`src/rtl/saturn_bus_arbiter.sv`:
```
// rtl/saturn_bus_arbiter.sv - two-port round-robin owner of the 4-phase Saturn nibble bus
module saturn_bus_arbiter #(
  parameter int TIMEOUT = 8
) (
  input  logic       i_clk,
  input  logic       i_reset,
  input  logic       i_clk_en,
  input  logic [3:0] i_phases,
  input  logic       i_r0_req,
  input  logic       i_r0_rd,
  input  logic [4:0] i_r0_data,
  input  logic       i_r0_last,
  output logic       o_r0_ack,
  output logic [3:0] o_r0_rdata,
  output logic       o_r0_rvalid,
  input  logic       i_r1_req,
  input  logic       i_r1_rd,
  input  logic [4:0] i_r1_data,
  input  logic       i_r1_last,
  output logic       o_r1_ack,
  output logic [3:0] o_r1_rdata,
  output logic       o_r1_rvalid,
  output logic [1:0] o_grant,
  output logic       o_error,
  output logic       o_bus_clk_en,
  output logic       o_bus_is_data,
  output logic [3:0] o_bus_nibble_out,
  input  logic [3:0] i_bus_nibble_in
);

  localparam int CW = $clog2(TIMEOUT + 1);
  localparam logic [CW-1:0] TO_MAX = CW'(TIMEOUT);

  typedef enum logic [1:0] {IDLE = 2'd0, OWN0 = 2'd1, OWN1 = 2'd2} state_t;

  state_t        state_q, state_d;
  logic          last_owner_q, last_owner_d;
  logic          rd_pend_q, rd_pend_d;
  logic          rel_pend_q, rel_pend_d;
  logic [CW-1:0] idle_cnt_q, idle_cnt_d;
  logic          bus_clk_en_q, bus_clk_en_d;
  logic          bus_is_data_q, bus_is_data_d;
  logic [3:0]    bus_nib_q, bus_nib_d;
  logic [1:0]    ack_q, ack_d;
  logic [1:0]    rvalid_q, rvalid_d;
  logic [3:0]    rdata0_q, rdata0_d;
  logic [3:0]    rdata1_q, rdata1_d;
  logic          error_q, error_d;
  logic          issue;
  logic          port;
  logic          sel_rd;
  logic [4:0]    sel_data;
  logic          sel_last;

  // Arbitration, entry issue, read capture and release decisions; only enabled cycles move state,
  // while the one-cycle pulses fall back to zero on every clock.
  always_comb begin
    state_d       = state_q;
    last_owner_d  = last_owner_q;
    rd_pend_d     = rd_pend_q;
    rel_pend_d    = rel_pend_q;
    idle_cnt_d    = idle_cnt_q;
    bus_clk_en_d  = bus_clk_en_q;
    bus_is_data_d = bus_is_data_q;
    bus_nib_d     = bus_nib_q;
    rdata0_d      = rdata0_q;
    rdata1_d      = rdata1_q;
    ack_d         = 2'b00;
    rvalid_d      = 2'b00;
    error_d       = 1'b0;
    issue         = 1'b0;
    port          = (state_q == OWN1);
    sel_rd        = 1'b0;
    sel_data      = 5'd0;
    sel_last      = 1'b0;
    if (i_clk_en) begin
      case (i_phases)
        4'b0001: begin
          if (state_q == IDLE) begin
            if (i_r0_req || i_r1_req) begin
              issue   = 1'b1;
              port    = (i_r0_req && i_r1_req) ? ~last_owner_q : i_r1_req;
              state_d = port ? OWN1 : OWN0;
            end
          end else if (port ? i_r1_req : i_r0_req) begin
            issue = 1'b1;
          end else if (idle_cnt_q != TO_MAX) begin
            idle_cnt_d = idle_cnt_q + 1'b1;
          end
          if (issue) begin
            sel_rd       = port ? i_r1_rd : i_r0_rd;
            sel_data     = port ? i_r1_data : i_r0_data;
            sel_last     = port ? i_r1_last : i_r0_last;
            ack_d        = port ? 2'b10 : 2'b01;
            rel_pend_d   = sel_last;
            idle_cnt_d   = '0;
            bus_clk_en_d = 1'b1;
            if (sel_rd) begin
              bus_is_data_d = 1'b1;
              rd_pend_d     = 1'b1;
            end else begin
              bus_is_data_d = ~sel_data[4];
              bus_nib_d     = sel_data[3:0];
            end
          end
        end
        4'b0010: begin
          bus_clk_en_d = 1'b0;
          if (rd_pend_q) begin
            rd_pend_d = 1'b0;
            if (port) begin
              rdata1_d    = i_bus_nibble_in;
              rvalid_d[1] = 1'b1;
            end else begin
              rdata0_d    = i_bus_nibble_in;
              rvalid_d[0] = 1'b1;
            end
          end
        end
        4'b1000: begin
          if (state_q != IDLE) begin
            if (rel_pend_q) begin
              state_d      = IDLE;
              last_owner_d = port;
              rel_pend_d   = 1'b0;
              idle_cnt_d   = '0;
            end else if (idle_cnt_q == TO_MAX) begin
              state_d      = IDLE;
              last_owner_d = port;
              idle_cnt_d   = '0;
              error_d      = 1'b1;
            end
          end
        end
        default: ;
      endcase
    end
  end

  // State register with synchronous active-high reset; reset also aborts any in-flight entry.
  always_ff @(posedge i_clk) begin
    if (i_reset) begin
      state_q       <= IDLE;
      last_owner_q  <= 1'b1;
      rd_pend_q     <= 1'b0;
      rel_pend_q    <= 1'b0;
      idle_cnt_q    <= '0;
      bus_clk_en_q  <= 1'b0;
      bus_is_data_q <= 1'b0;
      bus_nib_q     <= 4'd0;
      ack_q         <= 2'b00;
      rvalid_q      <= 2'b00;
      rdata0_q      <= 4'd0;
      rdata1_q      <= 4'd0;
      error_q       <= 1'b0;
    end else begin
      state_q       <= state_d;
      last_owner_q  <= last_owner_d;
      rd_pend_q     <= rd_pend_d;
      rel_pend_q    <= rel_pend_d;
      idle_cnt_q    <= idle_cnt_d;
      bus_clk_en_q  <= bus_clk_en_d;
      bus_is_data_q <= bus_is_data_d;
      bus_nib_q     <= bus_nib_d;
      ack_q         <= ack_d;
      rvalid_q      <= rvalid_d;
      rdata0_q      <= rdata0_d;
      rdata1_q      <= rdata1_d;
      error_q       <= error_d;
    end
  end

  assign o_grant          = {state_q == OWN1, state_q == OWN0};
  assign o_r0_ack         = ack_q[0];
  assign o_r1_ack         = ack_q[1];
  assign o_r0_rvalid      = rvalid_q[0];
  assign o_r1_rvalid      = rvalid_q[1];
  assign o_r0_rdata       = rdata0_q;
  assign o_r1_rdata       = rdata1_q;
  assign o_error          = error_q;
  assign o_bus_clk_en     = bus_clk_en_q;
  assign o_bus_is_data    = bus_is_data_q;
  assign o_bus_nibble_out = bus_nib_q;

endmodule
```
`config.mk`:
```
export PLATFORM = sky130hd
export DESIGN_NAME = saturn_bus_arbiter
export DESIGN_NICKNAME = d
export VERILOG_FILES = /design/src/rtl/saturn_bus_arbiter.sv
export SDC_FILE = /design/constraint.sdc
export NUM_CORES = 1
export LEC_CHECK = 0
export ABC_CLOCK_PERIOD_IN_PS = 2500
export CAP_MARGIN = 20
export CORE_UTILIZATION = 44
export DETAILED_ROUTE_END_ITERATION = 7
export PLACE_DENSITY = 0.78
export SYNTH_ARGS = -nofsm -noshare
export SYNTH_HDL_FRONTEND = slang
export SYNTH_SLANG_ARGS = --single-unit
```
`constraint.sdc`:
```
create_clock -name i_clk -period 2.5 [get_ports i_clk]
set_clock_uncertainty 0.1 [all_clocks]
set_input_delay 0.25 -clock i_clk [delete_from_list [all_inputs] [get_ports i_clk]]
set_output_delay 0.25 -clock i_clk [all_outputs]
set_load 0.01 [all_outputs]
```
==> results of run 1 <==
-- routing by layer --
layer / wire length [um] / vias up / GRT usage [%]
li1: - / 615 / -
met1: 1440 / 580 / 26.8
met2: 1630 / 51 / 37.6
met3: 198 / 9 / 3.40
met4: 84 / 0 / 10.8
met5: 0 / - / 0
-- critical path, delay by kind of cell, from the launching register on --
kind,cells,cell delay (ns)
buf+inv,2,0.66
flops,1,0.53
simple gates,1,0.15
-- cells in the mapped netlist, drive strengths merged (4+ instances only) --
cell type / n
nand3b: 6
o21ai: 8
a211oi: 5
inv: 6
dfxtp: 28
nor3: 4
nor2: 23
mux2i: 13
nor2b: 4
clkbuf: 4
-- final cells by class --
| cell class | count | area share, % |
|---|---|---|
| Inverter | 6 | 1.21 |
| Clock buffer | 3 | 1.21 |
| Multi-Input combinational cell | 103 | 39.2 |
| Sequential cell | 28 | 30.2 |
| Timing Repair Buffer | 49 | 26.1 |
| Tap cell | 31 | 2.09 |
-- path summary, 6_finish.rpt --
check,slack [ns],endpoint,cells after the start
setup / recovery,0.49,o_grant[1],3
hold / removal,0.37,o_error,1
setup reg to reg,0.51,idle_cnt_q[3],7
hold reg to reg,0.37,o_error,1
-- sequential cells by signal, summed over array words and instances, names as in the netlist, 2 cells and up --
register	flops
idle_cnt_q	4
o_bus_nibble_out	4
o_r0_rdata	4
o_r1_rdata	4
ack_q	2
rvalid_q	2
state_q	2
-- stage by stage --
stage | hold slack, ns | power, mW
after floorplan | 0.294 | 0.499
after global placement | 0.349 | 0.557
after detailed placement | 0.361 | 0.561
after CTS | 0.382 | 0.739
after global routing | 0.400 | 0.764
final | 0.375 | 0.734
-- kinds of logic (layout without fill, tap and decap cells) --
family / after synthesis / after routing / share of synthesized area (%)
flip-flops: 28 / 28 / 42.0
multiplexers: 13 / 13 / 9.75
AND/OR/NAND/NOR: 58 / 58 / 24.7
AO/OA/AOI/OAI: 30 / 30 / 18.1
adder cells (fa/ha/maj): 2 / 2 / 1.87
buffers and inverters: 12 / 58 / 3.56
-- power groups by stage --
stage | Clock, mW | Combinational, mW | Sequential, mW
floorplan | 0 | 0.0385 | 0.460
global placement | 0 | 0.0973 | 0.460
detailed placement | 0 | 0.101 | 0.460
CTS | 0.187 | 0.101 | 0.450
global route | 0.204 | 0.109 | 0.451
finish | 0.182 | 0.102 | 0.450
==> qor.log, run 1 <==
INFO  sta            finalCritPeriodShare=80.6%
INFO  floorplan      fp-row-count=19
INFO  sta            post-route-worst-setup-slack=0.486ns
INFO  worst_setup_path setup.worst_path.start=state_q[1]
INFO  worst_setup_path reg2reg_from=idle_cnt_q[0]
INFO  min_path       min_path_type=register to register
INFO  yosys          yosysTopAreaCell=sky130_fd_sc_hd__dfxtp_1
INFO  yosys          synth_area_per_cell=9.34um^2
INFO  power_and_ir_drop intPower=0.563mW
INFO  worst_setup_path critical_path.cell_chain=nand2b_2, inv_1, clkdlybuf4s50_1
INFO  yosys          netlist_area_before_placement=1340um^2
INFO  job            max_cap_violations=0
INFO  place          placedCellCount=217
INFO  routing        antenna_violating_nets_left=0
INFO  clock_tree     clock_tree.buffer_depth=2
INFO  routing        total_vias_in_the_final_route=1,255
INFO  routing        avgRoutedWirePerCell=15.2um
INFO  place          postPlaceCellArea=1830um^2
INFO  grt            number_of_antenna_violations_at_the_first_check_in_global_routing=0
INFO  power_and_ir_drop worst_ir_drop_vdd=0.304mV
INFO  sta            worst_max_slew_pin_slew=0.516ns
INFO  grt            grt_overflow=0
INFO  clock_tree     h-tree-depth=1
INFO  layout         instances_no_fill=220
INFO  routing        drt-initial-drc-count=60
INFO  worst_setup_path worstPathMaxFanout=8
INFO  sta            hold_violations=0
INFO  layout         num-fill-cells=251
INFO  floorplan      core_region_area=2810um^2
INFO  run_status     violations=design-rule violations
INFO  layout         layout.cells.most_common=sky130_fd_sc_hd__clkdlybuf4s50_1
INFO  yosys          synth_cell_types=43
INFO  place          numPortBuffers=47
INFO  layout         ff_latch_area=561um^2
INFO  routing        drt_first_pass_iters=6
INFO  floorplan      io_pins=48
INFO  yosys          post_synth_main_area_contributors=sky130_fd_sc_hd__dfxtp_1 42%, sky130_fd_sc_hd__mux2i_1 9.7%, sky130_fd_sc_hd__nor2_1 6.5%
INFO  power_and_ir_drop power_spent_charging_and_discharging_nets=0.170mW
INFO  floorplan      design.die.area=3260um^2
INFO  min_path       hp-start=rel_pend_q
INFO  grt            grt_start_max_net_pins=20
INFO  routing        wirelength=3350um
INFO  clock_tree     count_of_instances_resized_after_the_clock_tree_is_built=0
INFO  clock_tree     numCtsBuffers=3
INFO  clock_tree     clock_tree.root_cell=sky130_fd_sc_hd__clkbuf_4
INFO  place          replace_congestion=0.915
INFO  routing        drt-vias-per-instance=5.70
INFO  clock_tree     clk_latency=0.33ns
INFO  power_and_ir_drop sw_frac_of_total=23.2%
INFO  place          dpl_worst_slack=0.153ns
INFO  layout         area_taken_by_multi_input_logic_gates=727um^2
INFO  run_status     outcome=finished with violations
INFO  layout         finalCoreUtilization=66.2%
INFO  floorplan      chipHeight=57.1um
INFO  power_and_ir_drop comb_power_share=13.8%
INFO  layout         mostFrequentLayoutCells=47 x sky130_fd_sc_hd__clkdlybuf4s50_1, 28 x sky130_fd_sc_hd__dfxtp_1, 23 x sky130_fd_sc_hd__nor2_1, 13 x sky130_fd_sc_hd__mux2i_1, 6 x sky130_fd_sc_hd__nand3b_1
INFO  worst_setup_path timing.critical_path.required=2.15ns
INFO  yosys          synth-seq-cells=28
INFO  yosys          synthCells=143
INFO  layout         layout_overhead_on_the_synthesized_area=39.1%
INFO  routing        drt_drc_violations_left=6
INFO  clock_tree     clkSlewWorstSetupHoldPaths=0.14ns
INFO  grt            grt_pass1_wl=5600um
INFO  worst_setup_path critical-path-max-stage-delay=0.55ns
INFO  power_and_ir_drop power.share.sequential=61.4%
INFO  grt            vias_in_the_first_global_route=1,280
INFO  sta            timing.final.max_slew_violations=0
INFO  clock_tree     cts_hold_buf=0
INFO  layout         post_route_cells_drive_above_1_share=7.94%
INFO  worst_setup_path setup_crit_path_kind=register to primary output
INFO  yosys          proportion_of_netlist_area_held_by_the_largest_area_contributor=42.0%
INFO  grt            grt_util_all_layers=21.9%
INFO  yosys          postSynthNetCount=172
INFO  layout         post-route-cell-area=1860um^2
INFO  sta            grt_setup_unrepaired=no
INFO  yosys          ys_warn_count=0
INFO  power_and_ir_drop standby_leakage_power=0.712nW
INFO  floorplan      initial_utilization=47.6%
INFO  yosys          async_flop_share=0%
INFO  worst_setup_path worst_ep_arrival_time=1.66ns
INFO  clock_tree     clock_sink_count=28
INFO  yosys          synth_ff_type=sky130_fd_sc_hd__dfxtp_1
INFO  yosys          synth.yosys.seq_area_share=42.0%
INFO  floorplan      die_x=57.1um
INFO  sta            relSlewSlack=65.6%
INFO  layout         antenna-diode-count=0
INFO  place          hpwl=2620um
INFO  sta            timing.setup.tns=0ns
INFO  clock_tree     cts_tree=done
INFO  power_and_ir_drop areal_power_density_over_the_cells=395nW/um^2
INFO  sta            fmax=0.496GHz
INFO  worst_setup_path critPathSlowestCell=sky130_fd_sc_hd__clkdlybuf4s50_1
INFO  layout         finalNetCount=220
INFO  power_and_ir_drop clock_power_share=24.8%
INFO  worst_setup_path cp-start-kind=register
INFO  clock_tree     cts_post_setup_buffers_inserted=0
INFO  yosys          number_of_enable_type_register_cells_in_the_synthesized_netlist=0
INFO  worst_setup_path cp-end-kind=primary output
INFO  sta            setup_viol=0
INFO  sta            finalWorstPathRequiredPeriod=2.01ns
Power figures use the tool's default switching activity.
==> run 2: changes to the inputs <==
- ABC_CLOCK_PERIOD_IN_PS: 2500 -> 1900
- clock period: 2.5 -> 1.9 ns (I/O delays scaled with it)
==> qor.log, run 2 (synthesis gave the netlist of run 1 again) <==
INFO  grt            number_of_antenna_violations_at_the_first_check_in_global_routing=0 [unchanged]
INFO  sta            hold_ws=0.369ns [was 0.375 ns]
INFO  layout         layout_overhead_on_the_synthesized_area=51.2% [was 39.1%]
INFO  clock_tree     cts_tree=done [unchanged]
INFO  worst_setup_path reg2reg_setup_slack=0.08ns [was 0.51 ns]
INFO  worst_setup_path timing.critical_path.required=2.02ns [was 2.15 ns]
INFO  worst_setup_path cp-start-kind=register [unchanged]
INFO  floorplan      initial_utilization=47.6% [unchanged]
INFO  clock_tree     h-tree-depth=1 [unchanged]
INFO  floorplan      design.die.area=3260um^2 [unchanged]
INFO  routing        drt-initial-drc-count=51 [was 60]
INFO  floorplan      core_region_area=2810um^2 [unchanged]
INFO  place          hpwl=2670um [was 2620 um]
INFO  worst_setup_path endpoint=idle_cnt_q[3] [was o_grant[1]]
INFO  grt            grt_start_max_net_pins=20 [unchanged]
INFO  power_and_ir_drop worst_ir_drop_vdd=0.449mV [was 0.304 mV]
INFO  layout         antenna-diode-count=0 [unchanged]
INFO  sta            relSlewSlack=77.0% [was 65.6%]
INFO  sta            finalWorstPathRequiredPeriod=1.82ns
INFO  sta            setup_viol=0 [unchanged]
INFO  clock_tree     clock_sink_count=28 [unchanged]
INFO  worst_setup_path worstPathBufferInverterCount=2 [unchanged]
INFO  run_status     violations=design-rule violations [unchanged]
INFO  routing        drt_drc_violations_left=6 [unchanged]
INFO  layout         finalNetCount=238 [was 220]
INFO  layout         layout.cells.most_common=sky130_fd_sc_hd__clkdlybuf4s50_1 [unchanged]
INFO  clock_tree     clk_latency=0.32ns [was 0.33 ns]
INFO  grt            grt_pass1_wl=5670um [was 5600 um]
INFO  worst_setup_path setup.worst_path.start=idle_cnt_q[1] [was state_q[1]]
INFO  clock_tree     clock_tree.root_cell=sky130_fd_sc_hd__clkbuf_4 [unchanged]
INFO  routing        wirelength=3370um [was 3350 um]
INFO  run_status     outcome=finished with violations [unchanged]
INFO  worst_setup_path critical-path-max-stage-delay=0.38ns [was 0.55 ns]
INFO  layout         post_route_cells_drive_above_1_share=18.8% [was 7.94%]
INFO  worst_setup_path cpLargestDelayFamily=compound AO/OA/AOI/OAI gates [was buffers and inverters]
INFO  sta            timing.final.max_slew_violations=0 [unchanged]
INFO  floorplan      chipHeight=57.1um [unchanged]
INFO  grt            grt_overflow=0 [unchanged]
INFO  routing        avgRoutedWirePerCell=14.1um [was 15.2 um]
INFO  clock_tree     clkSlewWorstSetupHoldPaths=0.15ns [was 0.14 ns]
INFO  power_and_ir_drop areal_power_density_over_the_cells=509nW/um^2 [was 395 nW/um^2]
INFO  worst_setup_path cp-end-kind=register [was primary output]
INFO  floorplan      die_x=57.1um [unchanged]
INFO  place          numPortBuffers=47 [unchanged]
INFO  min_path       min_path_type=register to register [unchanged]
INFO  worst_setup_path critical_path.cell_chain=inv_1, ha_1, nand3b_1, o31ai_1, o32a_1, buf_4, o21ai_1, o31ai_2 [was nand2b_2, inv_1, clkdlybuf4s50_1]
INFO  floorplan      fp-row-count=19 [unchanged]
INFO  grt            grt_util_all_layers=21.7% [was 21.9%]
INFO  place          replace_congestion=0.858 [was 0.915]
INFO  clock_tree     clock_tree.buffer_depth=2 [unchanged]
INFO  layout         mostFrequentLayoutCells=46 x sky130_fd_sc_hd__clkdlybuf4s50_1, 24 x sky130_fd_sc_hd__dfxtp_1, 23 x sky130_fd_sc_hd__nor2_1, 20 x sky130_fd_sc_hd__buf_4, 13 x sky130_fd_sc_hd__mux2i_1 [was 47 x sky130_fd_sc_hd__clkdlybuf4s50_1, 28 x sky130_fd_sc_hd__dfxtp_1, 23 x sky130_fd_sc_hd__nor2_1, 13 x sky130_fd_sc_hd__mux2i_1, 6 x sky130_fd_sc_hd__nand3b_1]
INFO  power_and_ir_drop standby_leakage_power=0.828nW [was 0.712 nW]
INFO  worst_setup_path r2r.worst_path.cells=8 [was 7]
INFO  worst_setup_path reg2reg_end=idle_cnt_q[3] [unchanged]
INFO  clock_tree     numCtsBuffers=3 [unchanged]
INFO  layout         finalCoreUtilization=71.9% [was 66.2%]
INFO  worst_setup_path critPathSlowestCell=sky130_fd_sc_hd__dfxtp_2 [was sky130_fd_sc_hd__clkdlybuf4s50_1]
INFO  worst_setup_path critical_path_cell_count=8 [was 3]
INFO  worst_setup_path setup_crit_path_kind=register to register [was register to primary output]
INFO  sta            finalCritPeriodShare=96.0%
INFO  worst_setup_path reg2reg_from=idle_cnt_q[1] [was idle_cnt_q[0]]
INFO  job            max_cap_violations=0 [unchanged]
INFO  sta            worst_max_slew_pin_slew=0.341ns [was 0.516 ns]
INFO  routing        drt-vias-per-instance=5.47 [was 5.70]
INFO  routing        antenna_violating_nets_left=0 [unchanged]
INFO  sta            fmax=0.548GHz
INFO  worst_setup_path worstPathMaxFanout=5 [was 8]
INFO  sta            hold_violations=0 [unchanged]
INFO  clock_tree     cts_hold_buf=0 [unchanged]
INFO  routing        total_vias_in_the_final_route=1,308 [was 1,255]
INFO  worst_setup_path worst_ep_arrival_time=1.94ns [was 1.66 ns]
INFO  routing        drt_first_pass_iters=6 [unchanged]
INFO  grt            vias_in_the_first_global_route=1,303 [was 1,280]
INFO  floorplan      io_pins=48 [unchanged]
## run 2: report_power, final
part | internal (mW) | total, mW | switching (mW)
registers | 0.590 | 0.593 | 0.00220
clock network | 0.117 | 0.286 | 0.169
logic | 0.0897 | 0.148 | 0.0583
## run 2: worst min path at each step
stage,depth (start not counted),startpoint,endpoint
after floorplan,2,i_bus_nibble_in[0],o_r0_rdata[0]
after global placement,1,rel_pend_q,o_error
after detailed placement,1,rel_pend_q,o_error
after CTS,1,rel_pend_q,o_error
after global routing,2,o_bus_is_data,o_bus_is_data
final,1,rel_pend_q,o_error
## run 2: layout make-up
cell class / count / area, um^2
clock buffer: 4 / 36.3
fill: 236 / 787
inverter: 6 / 22.5
multi-input combinational: 103 / 732
sequential: 28 / 566
tap: 31 / 38.8
timing repair buffer: 67 / 623
## run 2: through the flow
| step | cells | setup TNS (ns) | setup slack [ns] | total power, mW | instance area, um^2 |
|---|---|---|---|---|---|
| after global routing | 239 | -0.00390 | -0.00232 | 1.08 | 2020 |
| after detailed placement | 234 | -1.64 | -0.200 | 0.753 | 1960 |
| final | 239 | 0 | 0.0766 | 1.03 | 2020 |
| after floorplan | 143 | 0 | 0.142 | 0.656 | 1340 |
| after CTS | 238 | 0 | 0.0146 | 1.04 | 2000 |
| after global placement | 234 | -0.836 | -0.115 | 0.749 | 1960 |
## run 2: worst reg2reg max path, cell delays in order, from the launching register on
cell and delay [ns]:
sky130_fd_sc_hd__dfxtp_2 0.38, sky130_fd_sc_hd__inv_1 0.05, sky130_fd_sc_hd__ha_1 0.17, sky130_fd_sc_hd__nand3b_1 0.17, sky130_fd_sc_hd__o31ai_1 0.09, sky130_fd_sc_hd__o32a_1 0.36, sky130_fd_sc_hd__buf_4 0.16, sky130_fd_sc_hd__o21ai_1 0.16
sky130_fd_sc_hd__o31ai_2 0.08
## run 2: timing repair
item / in CTS / in global routing
resized for setup: 3 / 5
setup endpoints to repair: 2 / 3
setup buffers: 0 / 1
## run 2: metal layers
| layer | track usage (%) | wire length [um] | vias to the layer above |
|---|---|---|---|
| met2 | 39.3 | 1670 | 39 |
| met3 | 3.40 | 218 | 2 |
| li1 | - | - | 656 |
| met4 | 4.88 | 12 | 0 |
| met1 | 27.1 | 1470 | 611 |
| met5 | 0 | 0 | - |
==> run 3: changes to the inputs <==
- SLEW_MARGIN: default -> 10
==> results of run 3 <==
The final DEF is identical to that of run 2; final timing and power are the same.
